File: config.mk
export PLATFORM = sky130hd
export DESIGN_NAME = ft245_sync_phy_flat
export DESIGN_NICKNAME = d
export VERILOG_FILES = /design/src/rtl/ft245_sync_phy_pkg.sv /design/src/rtl/ft245_sync_phy_if.sv /design/src/rtl/ft245_sync_phy_tx_skid.sv /design/src/rtl/ft245_sync_phy.sv /design/src/flat_wrapper.sv
export SDC_FILE = /design/constraint.sdc
export NUM_CORES = 1
export LEC_CHECK = 0
export ABC_CLOCK_PERIOD_IN_PS = 7000
export CAP_MARGIN = 40
export CORE_ASPECT_RATIO = 0.8
export CORE_MARGIN = 5
export CORE_UTILIZATION = 30
export DETAILED_ROUTE_END_ITERATION = 8
export PLACE_DENSITY = 0.51
export SYNTH_ARGS = -nofsm -noshare
export SYNTH_HDL_FRONTEND = slang
export SYNTH_SLANG_ARGS = --single-unit
File: constraint.sdc
create_clock -name clk -period 7 [get_ports clk]
set_input_delay 1.05 -clock clk [delete_from_list [all_inputs] [get_ports clk]]
set_output_delay 1.05 -clock clk [all_outputs]
set_load 0.05 [all_outputs]
File: src/rtl/ft245_sync_phy_pkg.sv
// rtl/ft245_sync_phy_pkg.sv - shared types and constants for the FT232H sync 245 FIFO PHY
//
// Package ft245_pkg:
//   CLK_HZ      FT232H CLKOUT frequency
//   BUS_W       ADBUS width
//   ft_state_e  one-hot PHY sequencer states
//   is_rd_state true while the PHY owns a read transaction on the bus
package ft245_pkg;

  localparam int CLK_HZ = 60_000_000;
  localparam int BUS_W  = 8;

  typedef enum logic [4:0] {
    ST_IDLE    = 5'b00001,
    ST_WR      = 5'b00010,
    ST_RD_OE   = 5'b00100,
    ST_RD_DATA = 5'b01000,
    ST_RD_END  = 5'b10000
  } ft_state_e;

  function automatic logic is_rd_state(input ft_state_e s);
    return (s == ST_RD_OE) || (s == ST_RD_DATA) || (s == ST_RD_END);
  endfunction

endpackage

File: src/rtl/ft245_sync_phy_if.sv
// rtl/ft245_sync_phy_if.sv - byte handshake and FT232H pad bundle for ft245_sync_phy
//
// User side : write, write_data, wr_ready, read, rd_ready, data_valid, read_data, tx_overflow
// Pad side  : rxf_n, txe_n, data_i, data_o, data_oe, oe_n, rd_n, wr_n, siwu_n
// Modports  : slave  = the PHY
//             master = the stream controller together with the pad/IOBUF level
interface ft245_sync_phy_if;
  import ft245_pkg::*;

  logic             write;
  logic [BUS_W-1:0] write_data;
  logic             wr_ready;
  logic             read;
  logic             rd_ready;
  logic             data_valid;
  logic [BUS_W-1:0] read_data;
  logic             tx_overflow;

  logic             rxf_n;
  logic             txe_n;
  logic [BUS_W-1:0] data_i;
  logic [BUS_W-1:0] data_o;
  logic             data_oe;
  logic             oe_n;
  logic             rd_n;
  logic             wr_n;
  logic             siwu_n;

  modport slave (
    input  write, write_data, read, rxf_n, txe_n, data_i,
    output wr_ready, rd_ready, data_valid, read_data, tx_overflow,
           data_o, data_oe, oe_n, rd_n, wr_n, siwu_n
  );

  modport master (
    output write, write_data, read, rxf_n, txe_n, data_i,
    input  wr_ready, rd_ready, data_valid, read_data, tx_overflow,
           data_o, data_oe, oe_n, rd_n, wr_n, siwu_n
  );

endinterface

File: src/rtl/ft245_sync_phy_tx_skid.sv
// rtl/ft245_sync_phy_tx_skid.sv - transmit skid FIFO for ft245_sync_phy
//
// Module ft_tx_skid (DEPTH entries of WIDTH bits, DEPTH a power of two)
//   clk, rst_n  clock, asynchronous active-low reset (flushes pointers/count)
//   push, din   write din when not full
//   pop         drop the head entry when not empty
//   dout        head entry, combinational
//   count       occupancy, 0..DEPTH
//   full, empty occupancy flags
module ft_tx_skid #(
  parameter  int DEPTH = 4,
  parameter  int WIDTH = 8,
  localparam int AW    = $clog2(DEPTH),
  localparam int CW    = AW + 1
) (
  input  logic             clk,
  input  logic             rst_n,
  input  logic             push,
  input  logic             pop,
  input  logic [WIDTH-1:0] din,
  output logic [WIDTH-1:0] dout,
  output logic [CW-1:0]    count,
  output logic             full,
  output logic             empty
);

  logic [WIDTH-1:0] mem [DEPTH];
  logic [AW-1:0]    wr_ptr;
  logic [AW-1:0]    rd_ptr;
  logic             do_push;
  logic             do_pop;

  assign full    = (count == CW'(DEPTH));
  assign empty   = (count == '0);
  // A push into a full buffer is refused even if a pop happens in the same cycle.
  assign do_push = push & ~full;
  assign do_pop  = pop & ~empty;
  assign dout    = mem[rd_ptr];

  always_ff @(posedge clk or negedge rst_n) begin
    if (!rst_n) begin
      wr_ptr <= '0;
      rd_ptr <= '0;
      count  <= '0;
    end else begin
      if (do_push) wr_ptr <= wr_ptr + AW'(1);
      if (do_pop)  rd_ptr <= rd_ptr + AW'(1);
      case ({do_push, do_pop})
        2'b10:   count <= count + CW'(1);
        2'b01:   count <= count - CW'(1);
        default: count <= count;
      endcase
    end
  end

  // Storage is not reset; the pointers alone define what is valid.
  always_ff @(posedge clk) begin
    if (do_push) mem[wr_ptr] <= din;
  end

endmodule

File: src/rtl/ft245_sync_phy.sv
// rtl/ft245_sync_phy.sv - FT232H synchronous 245 FIFO pin-level controller
//
// Module ft245_sync_phy
//   TXBUF_DEPTH  transmit skid buffer entries (power of two, >= 4)
//   clk          FT232H CLKOUT (60 MHz)
//   rst_n        asynchronous active-low reset
//   bus          ft245_sync_phy_if.slave: user byte handshake plus FT232H pads
// The PHY arbitrates the shared ADBUS between host reads (priority) and
// FPGA writes, sequencing OE#/RD#/WR# with a dead cycle on every turnaround.
module ft245_sync_phy
  import ft245_pkg::*;
#(
  parameter int TXBUF_DEPTH = 4
) (
  input  logic                clk,
  input  logic                rst_n,
  ft245_sync_phy_if.slave     bus
);

  localparam int CW = $clog2(TXBUF_DEPTH) + 1;

  logic [CW-1:0]    tx_count;
  logic             tx_full;
  logic             tx_empty;
  logic [BUS_W-1:0] tx_head;
  logic             tx_push;
  logic             wr_strobe;

  ft_state_e        state;
  ft_state_e        state_nxt;
  logic             rd_pend;
  logic             rd_pend_nxt;
  logic             rd_req;
  logic             capture;

  logic             data_oe_q;
  logic             oe_n_q;
  logic             rd_ready_q;
  logic             data_valid_q;
  logic             tx_overflow_q;
  logic [BUS_W-1:0] read_data_q;

  assign tx_push = bus.write & ~tx_full;

  ft_tx_skid #(
    .DEPTH (TXBUF_DEPTH),
    .WIDTH (BUS_W)
  ) u_tx_skid (
    .clk   (clk),
    .rst_n (rst_n),
    .push  (tx_push),
    .pop   (wr_strobe),
    .din   (bus.write_data),
    .dout  (tx_head),
    .count (tx_count),
    .full  (tx_full),
    .empty (tx_empty)
  );

  // WR# follows TXE# combinationally so a byte is never strobed into a full chip.
  assign wr_strobe = (state == ST_WR) & ~tx_empty & ~bus.txe_n;
  // RD# follows RXF# so a stalled host leaves the request pending.
  assign capture   = (state == ST_RD_DATA) & ~bus.rxf_n;
  assign rd_req    = bus.read & rd_ready_q;
  assign rd_pend_nxt = rd_req | (rd_pend & ~capture);

  always_comb begin
    state_nxt = state;
    unique case (state)
      ST_IDLE: begin
        if (rd_pend && !bus.rxf_n)        state_nxt = ST_RD_OE;
        else if (!tx_empty && !bus.txe_n) state_nxt = ST_WR;
      end
      // The byte strobed in the exit cycle is still accepted by the chip.
      ST_WR:      if (tx_empty || bus.txe_n || rd_pend) state_nxt = ST_IDLE;
      ST_RD_OE:   state_nxt = ST_RD_DATA;
      ST_RD_DATA: if (!bus.rxf_n) state_nxt = ST_RD_END;
      ST_RD_END:  state_nxt = ST_IDLE;
      default:    state_nxt = ST_IDLE;
    endcase
  end

  always_ff @(posedge clk or negedge rst_n) begin
    if (!rst_n) begin
      state         <= ST_IDLE;
      rd_pend       <= 1'b0;
      data_oe_q     <= 1'b0;
      oe_n_q        <= 1'b1;
      rd_ready_q    <= 1'b0;
      data_valid_q  <= 1'b0;
      tx_overflow_q <= 1'b0;
      read_data_q   <= '0;
    end else begin
      state        <= state_nxt;
      rd_pend      <= rd_pend_nxt;
      // Bus direction is decoded from the next state so it is a clean flop
      // output; IDLE between WR and RD_OE provides the turnaround gap.
      data_oe_q    <= (state_nxt == ST_WR);
      oe_n_q       <= ~((state_nxt == ST_RD_OE) || (state_nxt == ST_RD_DATA));
      // Uses next-cycle values so a request cannot be accepted twice.
      rd_ready_q   <= ~bus.rxf_n & ~rd_pend_nxt & ~is_rd_state(state_nxt);
      data_valid_q <= capture;
      if (capture)             read_data_q   <= bus.data_i;
      if (bus.write & tx_full) tx_overflow_q <= 1'b1;
    end
  end

  assign bus.wr_ready    = (tx_count <= CW'(TXBUF_DEPTH - 2));
  assign bus.rd_ready    = rd_ready_q;
  assign bus.data_valid  = data_valid_q;
  assign bus.read_data   = read_data_q;
  assign bus.tx_overflow = tx_overflow_q;
  assign bus.data_oe     = data_oe_q;
  assign bus.data_o      = data_oe_q ? tx_head : '0;
  assign bus.oe_n        = oe_n_q;
  assign bus.rd_n        = ~capture;
  assign bus.wr_n        = ~wr_strobe;
  assign bus.siwu_n      = 1'b1;

endmodule

File: src/flat_wrapper.sv
// flat-port wrapper written by rule: the top's interface ports become plain ports
module ft245_sync_phy_flat import ft245_pkg::*;
#(
  parameter int TXBUF_DEPTH = 4
)
  (clk, rst_n, bus_write, bus_write_data, bus_read, bus_rxf_n, bus_txe_n, bus_data_i, bus_wr_ready, bus_rd_ready, bus_data_valid, bus_read_data, bus_tx_overflow, bus_data_o, bus_data_oe, bus_oe_n, bus_rd_n, bus_wr_n, bus_siwu_n);
  ft245_sync_phy_if bus_i ();
  input  logic clk;
  input  logic rst_n;
  input wire logic [$bits(bus_i.write)-1:0] bus_write;
  input wire logic [$bits(bus_i.write_data)-1:0] bus_write_data;
  input wire logic [$bits(bus_i.read)-1:0] bus_read;
  input wire logic [$bits(bus_i.rxf_n)-1:0] bus_rxf_n;
  input wire logic [$bits(bus_i.txe_n)-1:0] bus_txe_n;
  input wire logic [$bits(bus_i.data_i)-1:0] bus_data_i;
  output wire logic [$bits(bus_i.wr_ready)-1:0] bus_wr_ready;
  output wire logic [$bits(bus_i.rd_ready)-1:0] bus_rd_ready;
  output wire logic [$bits(bus_i.data_valid)-1:0] bus_data_valid;
  output wire logic [$bits(bus_i.read_data)-1:0] bus_read_data;
  output wire logic [$bits(bus_i.tx_overflow)-1:0] bus_tx_overflow;
  output wire logic [$bits(bus_i.data_o)-1:0] bus_data_o;
  output wire logic [$bits(bus_i.data_oe)-1:0] bus_data_oe;
  output wire logic [$bits(bus_i.oe_n)-1:0] bus_oe_n;
  output wire logic [$bits(bus_i.rd_n)-1:0] bus_rd_n;
  output wire logic [$bits(bus_i.wr_n)-1:0] bus_wr_n;
  output wire logic [$bits(bus_i.siwu_n)-1:0] bus_siwu_n;
  assign bus_i.write = bus_write;
  assign bus_i.write_data = bus_write_data;
  assign bus_i.read = bus_read;
  assign bus_i.rxf_n = bus_rxf_n;
  assign bus_i.txe_n = bus_txe_n;
  assign bus_i.data_i = bus_data_i;
  assign bus_wr_ready = bus_i.wr_ready;
  assign bus_rd_ready = bus_i.rd_ready;
  assign bus_data_valid = bus_i.data_valid;
  assign bus_read_data = bus_i.read_data;
  assign bus_tx_overflow = bus_i.tx_overflow;
  assign bus_data_o = bus_i.data_o;
  assign bus_data_oe = bus_i.data_oe;
  assign bus_oe_n = bus_i.oe_n;
  assign bus_rd_n = bus_i.rd_n;
  assign bus_wr_n = bus_i.wr_n;
  assign bus_siwu_n = bus_i.siwu_n;
  ft245_sync_phy #(.TXBUF_DEPTH(TXBUF_DEPTH)) u_core (.clk(clk), .rst_n(rst_n), .bus(bus_i));
endmodule
Word level (Yosys, flattened, before mapping)
Memory sizes are Yosys's and may differ from the RTL's.
Cells that the tools add are included.
{"block": "word_totals", "mem_count": 1, "ramBits": 32, "ff_bits": 26, "word_cells": 69, "inputBits": 22}
{"name": "u_core.u_tx_skid.mem", "depth": 4, "word_bits": 8, "read_ports": 1, "rd_clocked_by_memory_dff": 0, "write_ports": 1, "line": "ft245_sync_phy_tx_skid.sv:27", "rtl": "logic [WIDTH-1:0] mem [DEPTH];"}
{"block": "classes", "order_cmp": 1, "mux": 9, "reduce_logical": 11, "add_sub_neg": 4, "bitwise_logic": 21, "n_eq_ne": 11}
{"op": "$mux 5", "count": 4}
{"op": "$pmux 5 s4", "count": 1}
{"op": "$and 1x1->1", "count": 11}
{"op": "$eq 5x2->1 const B", "count": 2}
{"op": "$eq 5x3->1 const B", "count": 2}
{"op": "$eq 5x4->1 const B", "count": 2}
{"op": "$not 1->1", "count": 9}
{"op": "$mux 8", "count": 1}
{"op": "$pmux 3 s2", "count": 1}
{"op": "$eq 5x1->1 const B", "count": 1}
{"op": "$eq 5x5->1 const B", "count": 1}
{"op": "$add 2x1->2 const B", "count": 2}
{"op": "$logic_or 1x1->1", "count": 4}
{"op": "$add 3x1->3 const B", "count": 1}
{"op": "$eq 3x3->1 const B", "count": 1}
{"op": "$le 3x2->1 const B", "count": 1}
{"op": "$logic_not 1->1", "count": 3}
{"op": "$logic_not 3->1", "count": 1}
{"op": "$sub 3x1->3 const B", "count": 1}
{"op": "$eq 2x1->1 const B", "count": 1}
{"op": "$eq 2x2->1 const B", "count": 1}
{"op": "$logic_and 1x1->1", "count": 2}
{"op": "$mux 1", "count": 2}
{"op": "$reduce_bool 2->1", "count": 1}
{"op": "$or 1x1->1", "count": 1}

Depth between registers and ports, before layout
{"block": "depth", "word_depth": 11, "ltp_mapped": 9}

Hierarchy
From an unflattened synthesis, not the netlist that was laid out.
{"block": "unflattened", "hier_cells": 149, "hier_area_um2": 2447.3}
{"mod": "ft_tx_skid", "cells_each": 79, "area_each_um2": 1592.8, "instances": 1, "seq_area_each_um2": 1136.1}
{"mod": "ft245_sync_phy", "cells_each": 70, "area_each_um2": 854.6, "instances": 1, "seq_area_each_um2": 478.0}

Worst setup path after synthesis
OpenSTA, ideal clock, no wires.
{"block": "synth_timing", "path_type": "input port to output port", "from": "in bus_txe_n", "to": "out bus_wr_n", "cell_stages": 2, "t_arrival_ps": 1672, "slack_ps": 4278, "required_ps": 5950, "cell_sequence": "nor4_4 inv_1"}
{"block": "synth_via", "elab_chain_len": 3}
{"element": "start: declaration", "line": "flat_wrapper.sv:14", "rtl": "input wire logic [$bits(bus_i.txe_n)-1:0] bus_txe_n;"}
{"element": "$not 1->1", "line": "ft245_sync_phy.sv:61", "rtl": "assign wr_strobe = (state == ST_WR) & ~tx_empty & ~bus.txe_n;"}
{"element": "$and 1x1->1", "line": "ft245_sync_phy.sv:61"}
{"element": "$not 1->1", "line": "ft245_sync_phy.sv:117", "rtl": "assign bus.wr_n = ~wr_strobe;"}
{"element": "end: declaration", "line": "flat_wrapper.sv:25", "rtl": "output wire logic [$bits(bus_i.wr_n)-1:0] bus_wr_n;"}
No other way between the ends.

Worst setup path after layout
Same ends and word-level chain as after synthesis.

==> impl_metrics.env <==
export IMPL_leakage_nw=1.21
export IMPL_fin_worst_skew_ns=0.00550
export IMPL_path_class="in2out"
export IMPL_wl_met1_mm=2.08
export IMPL_io_buffers=45
export IMPL_clkTransAtPathRegs_ns=0.06
export IMPL_drt_pass1_iterations=4
export IMPL_die_x_um=111
export IMPL_ys_seq_area_share_pct=65.8
export IMPL_rsz0062_at_grt="no"
export IMPL_synthTopCellsByArea="edfxtp_1 (39%), dfrtp_1 (25%), mux4_2 (7.4%)"
export IMPL_area_growth_pct=30.6
export IMPL_critPathBufInv=3
export IMPL_slowest_delay_ns=0.70
export IMPL_antenna_cells=0
export IMPL_cp_arrival_ns=2.69
export IMPL_critPathLaunch="bus_txe_n"
export IMPL_clk_path_buf_depth=2
export IMPL_avgSynthCellArea_um2=15.5
export IMPL_io_pins=47
export IMPL_fin_setup_tns_ns=0
export IMPL_layout_drive_gt1_share_pct=17.5
export IMPL_totalWireLength_mm=4.59
export IMPL_grt_pass1_vias=1536
export IMPL_path_cells="clkdlybuf4s50_1, nor4_4, inv_1, clkdlybuf4s50_1"
export IMPL_setup_viol_count_final=0
export IMPL_hold_viol_final=0
export IMPL_worstSkewPairLatency_ns=0.32
export IMPL_antenna_found_initial=0
export IMPL_yosys_warnings=0
export IMPL_viasPerCell=4.38
export IMPL_start_util_pct=30.8
export IMPL_nNetsFinal=240
export IMPL_dieHeight_um=90.8
export IMPL_crit_fanout=5
export IMPL_status="finished clean"
export IMPL_ys_types=37
export IMPL_numCtsBuffers=9
export IMPL_cp_slowest_cell="clkdlybuf4s50_1"
export IMPL_crit_top_cell="clkdlybuf4s50_1"
export IMPL_synth_top_area_cell="edfxtp_1"
export IMPL_highest_layer="met4"
export IMPL_vias=1422
export IMPL_gr_total_overflow=0
export IMPL_synth_main_ff_cell="edfxtp_1"
export IMPL_placementRows=29
export IMPL_holdCritPathClass="reg2reg"
export IMPL_grt_pass1_wl_mm=7.89
export IMPL_dp_hpwl_mm=3.28
export IMPL_wl_per_cell_um=14.1
export IMPL_netlist_top_cells_count="edfxtp_1 (32), dfrtp_1 (24), and2_1 (12), inv_1 (9)"
export IMPL_finalPower_w=0.00136
export IMPL_relSlewSlack_pct=58.7
export IMPL_cts_max_level=3
export IMPL_min_period_ns=3.74
export IMPL_drc=0
export IMPL_numClockSinks=58
export IMPL_r2r_start="u_core.state[3]"
export IMPL_wl_met2_mm=2.26
export IMPL_setup_ws_ns=3.26
export IMPL_worst_slew_pin_slew_ns=0.619
export IMPL_grt_max_degree=27
export IMPL_post_synth_top_count_cell="edfxtp_1"
export IMPL_synthCells=158
export IMPL_async_reset_ff_share_pct=44.8
export IMPL_synth_top_cell_area_share_pct=39.2
export IMPL_finalWeightedCongestion=0.775
export IMPL_drt_iter0_drc=47
export IMPL_startpoint_type="input port"
export IMPL_crit_required_ns=5.95
export IMPL_cts_tree="yes"
export IMPL_stdcell_count=325
export IMPL_finalMaxSlewViolations=0
export IMPL_hold_buffers=0
export IMPL_ant_nets=0
export IMPL_coreArea_um2=7950
export IMPL_worstHoldStart="u_core.bus.tx_overflow"
export IMPL_clock_root_buffer="clkbuf_8"
export IMPL_fmax_ghz=0.268
export IMPL_crit_family="buffers and inverters"
export IMPL_powerDensity_nw_per_um2=424
export IMPL_cts_resized=0
export IMPL_netlist_area_um2=2450
export IMPL_dp_cells=309
export IMPL_die_area_um2=10100
export IMPL_syn_nets=186
export IMPL_final_period_utilization_pct=53.4
export IMPL_cts_setup_buffers=0
export IMPL_dp_slack_ns=3.25
export IMPL_ir_drop_v=0.000183
export IMPL_ys_seq_elements=58
export IMPL_synth_edff_count=32
export IMPL_route_met3_wl_um=197
export IMPL_cap_violations=0
export IMPL_grtUsageTotal_pct=10.1
export IMPL_critical_path_endpoint_type="output port"
worst reg2reg max path: stages, from the launching register on:
cell and delay [ns]:
dfrtp_1 0.45, or4b_4 0.58, nor4_4 0.28, ha_1 0.27, inv_1 0.07, fa_1 0.37
xor2_1 0.15, nor2_1 0.11, xor2_1 0.15
registers in the layout, summed over array words and instances, names as in the netlist:
| register | flops |
|---|---|
| u_core.state | 5 |
| u_core.u_tx_skid.rd_ptr | 2 |
| u_core.rd_pend | 1 |
| u_core.u_tx_skid.count | 3 |
| u_core.u_tx_skid.wr_ptr | 2 |
| u_core.bus.data_valid | 1 |
| u_core.u_tx_skid.mem | 32 |
| u_core.bus.tx_overflow | 1 |
| u_core.bus.rd_ready | 1 |
| u_core.bus.data_oe | 1 |
| u_core.bus.oe_n | 1 |
| u_core.bus.read_data | 8 |
report_power, final:
part	total (W)	switching, W	internal (W)
Sequential	0.000555	0.0000844	0.000470
Clock	0.000293	0.000120	0.000173
Combinational	0.000508	0.000292	0.000216
layout by cell type, fill, tap and decap left out, types with 4 or more instances in the layout:
cell type        count
mux4_2               8
inv_1                9
a21oi_1              5
nand2_1              6
o21ai_0              4
nor2_1               8
xnor2_1              4
edfxtp_1            32
clkbuf_8            10
and2_1              12
clkdlybuf4s50_1     45
mux2_2               8
dfrtp_1             24
ha_1                 5
area by class of cell:
cell class	instances	area [um2]
Sequential cell	58	1610
Clock inverter	3	40.0
Inverter	10	37.5
Multi-Input combinational cell	87	767
Clock buffer	13	149
Tap cell	108	135
Fill cell	744	4750
Timing Repair Buffer	46	458
stage by stage:
step	cell area [um2]	utilization, %	hold slack [ns]
finish	3200	40.3	0.482
global route	3200	40.3	0.517
global placement	3010	37.9	0.474
floorplan	2450	-	0.499
detailed placement	3010	37.9	0.462
CTS	3200	40.3	0.482
worst paths after layout:
kind | to | slack (ns) | depth (start not counted)
worst max-delay path | bus_wr_n | 3.26 | 4
worst min-delay path | u_core.bus.tx_overflow | 0.48 | 1
worst max register to register | u_core.u_tx_skid.count[2] | 4.51 | 8
worst min register to register | u_core.bus.tx_overflow | 0.48 | 1
max in group asynchronous | u_core.state[0] | 5.61 | 2
min in group asynchronous | u_core.bus.read_data[0] | 1.09 | 2
logic make-up (layout without fill, tap and decap cells):
| group | Yosys count | in the layout | synth area share [%] |
|---|---|---|---|
| DFF | 58 | 58 | 65.9 |
| and+or+nand+nor | 41 | 41 | 10.2 |
| muxes | 17 | 17 | 11.4 |
| AOI/OAI and AO/OA | 15 | 15 | 3.62 |
| buffers and inverters | 13 | 72 | 2.86 |
| xor gates and xnor gates | 7 | 7 | 2.50 |
| adders and majority gates | 6 | 6 | 3.37 |
| other | 1 | 1 | 0.153 |
metal layers:
metal | vias up | GRT usage [%]
met5 | - | 0
met4 | 0 | 3.95
met3 | 5 | 4.29
met2 | 29 | 16.0
met1 | 712 | 12.2
li1 | 676 | -
(Power assumes the default switching activity.)
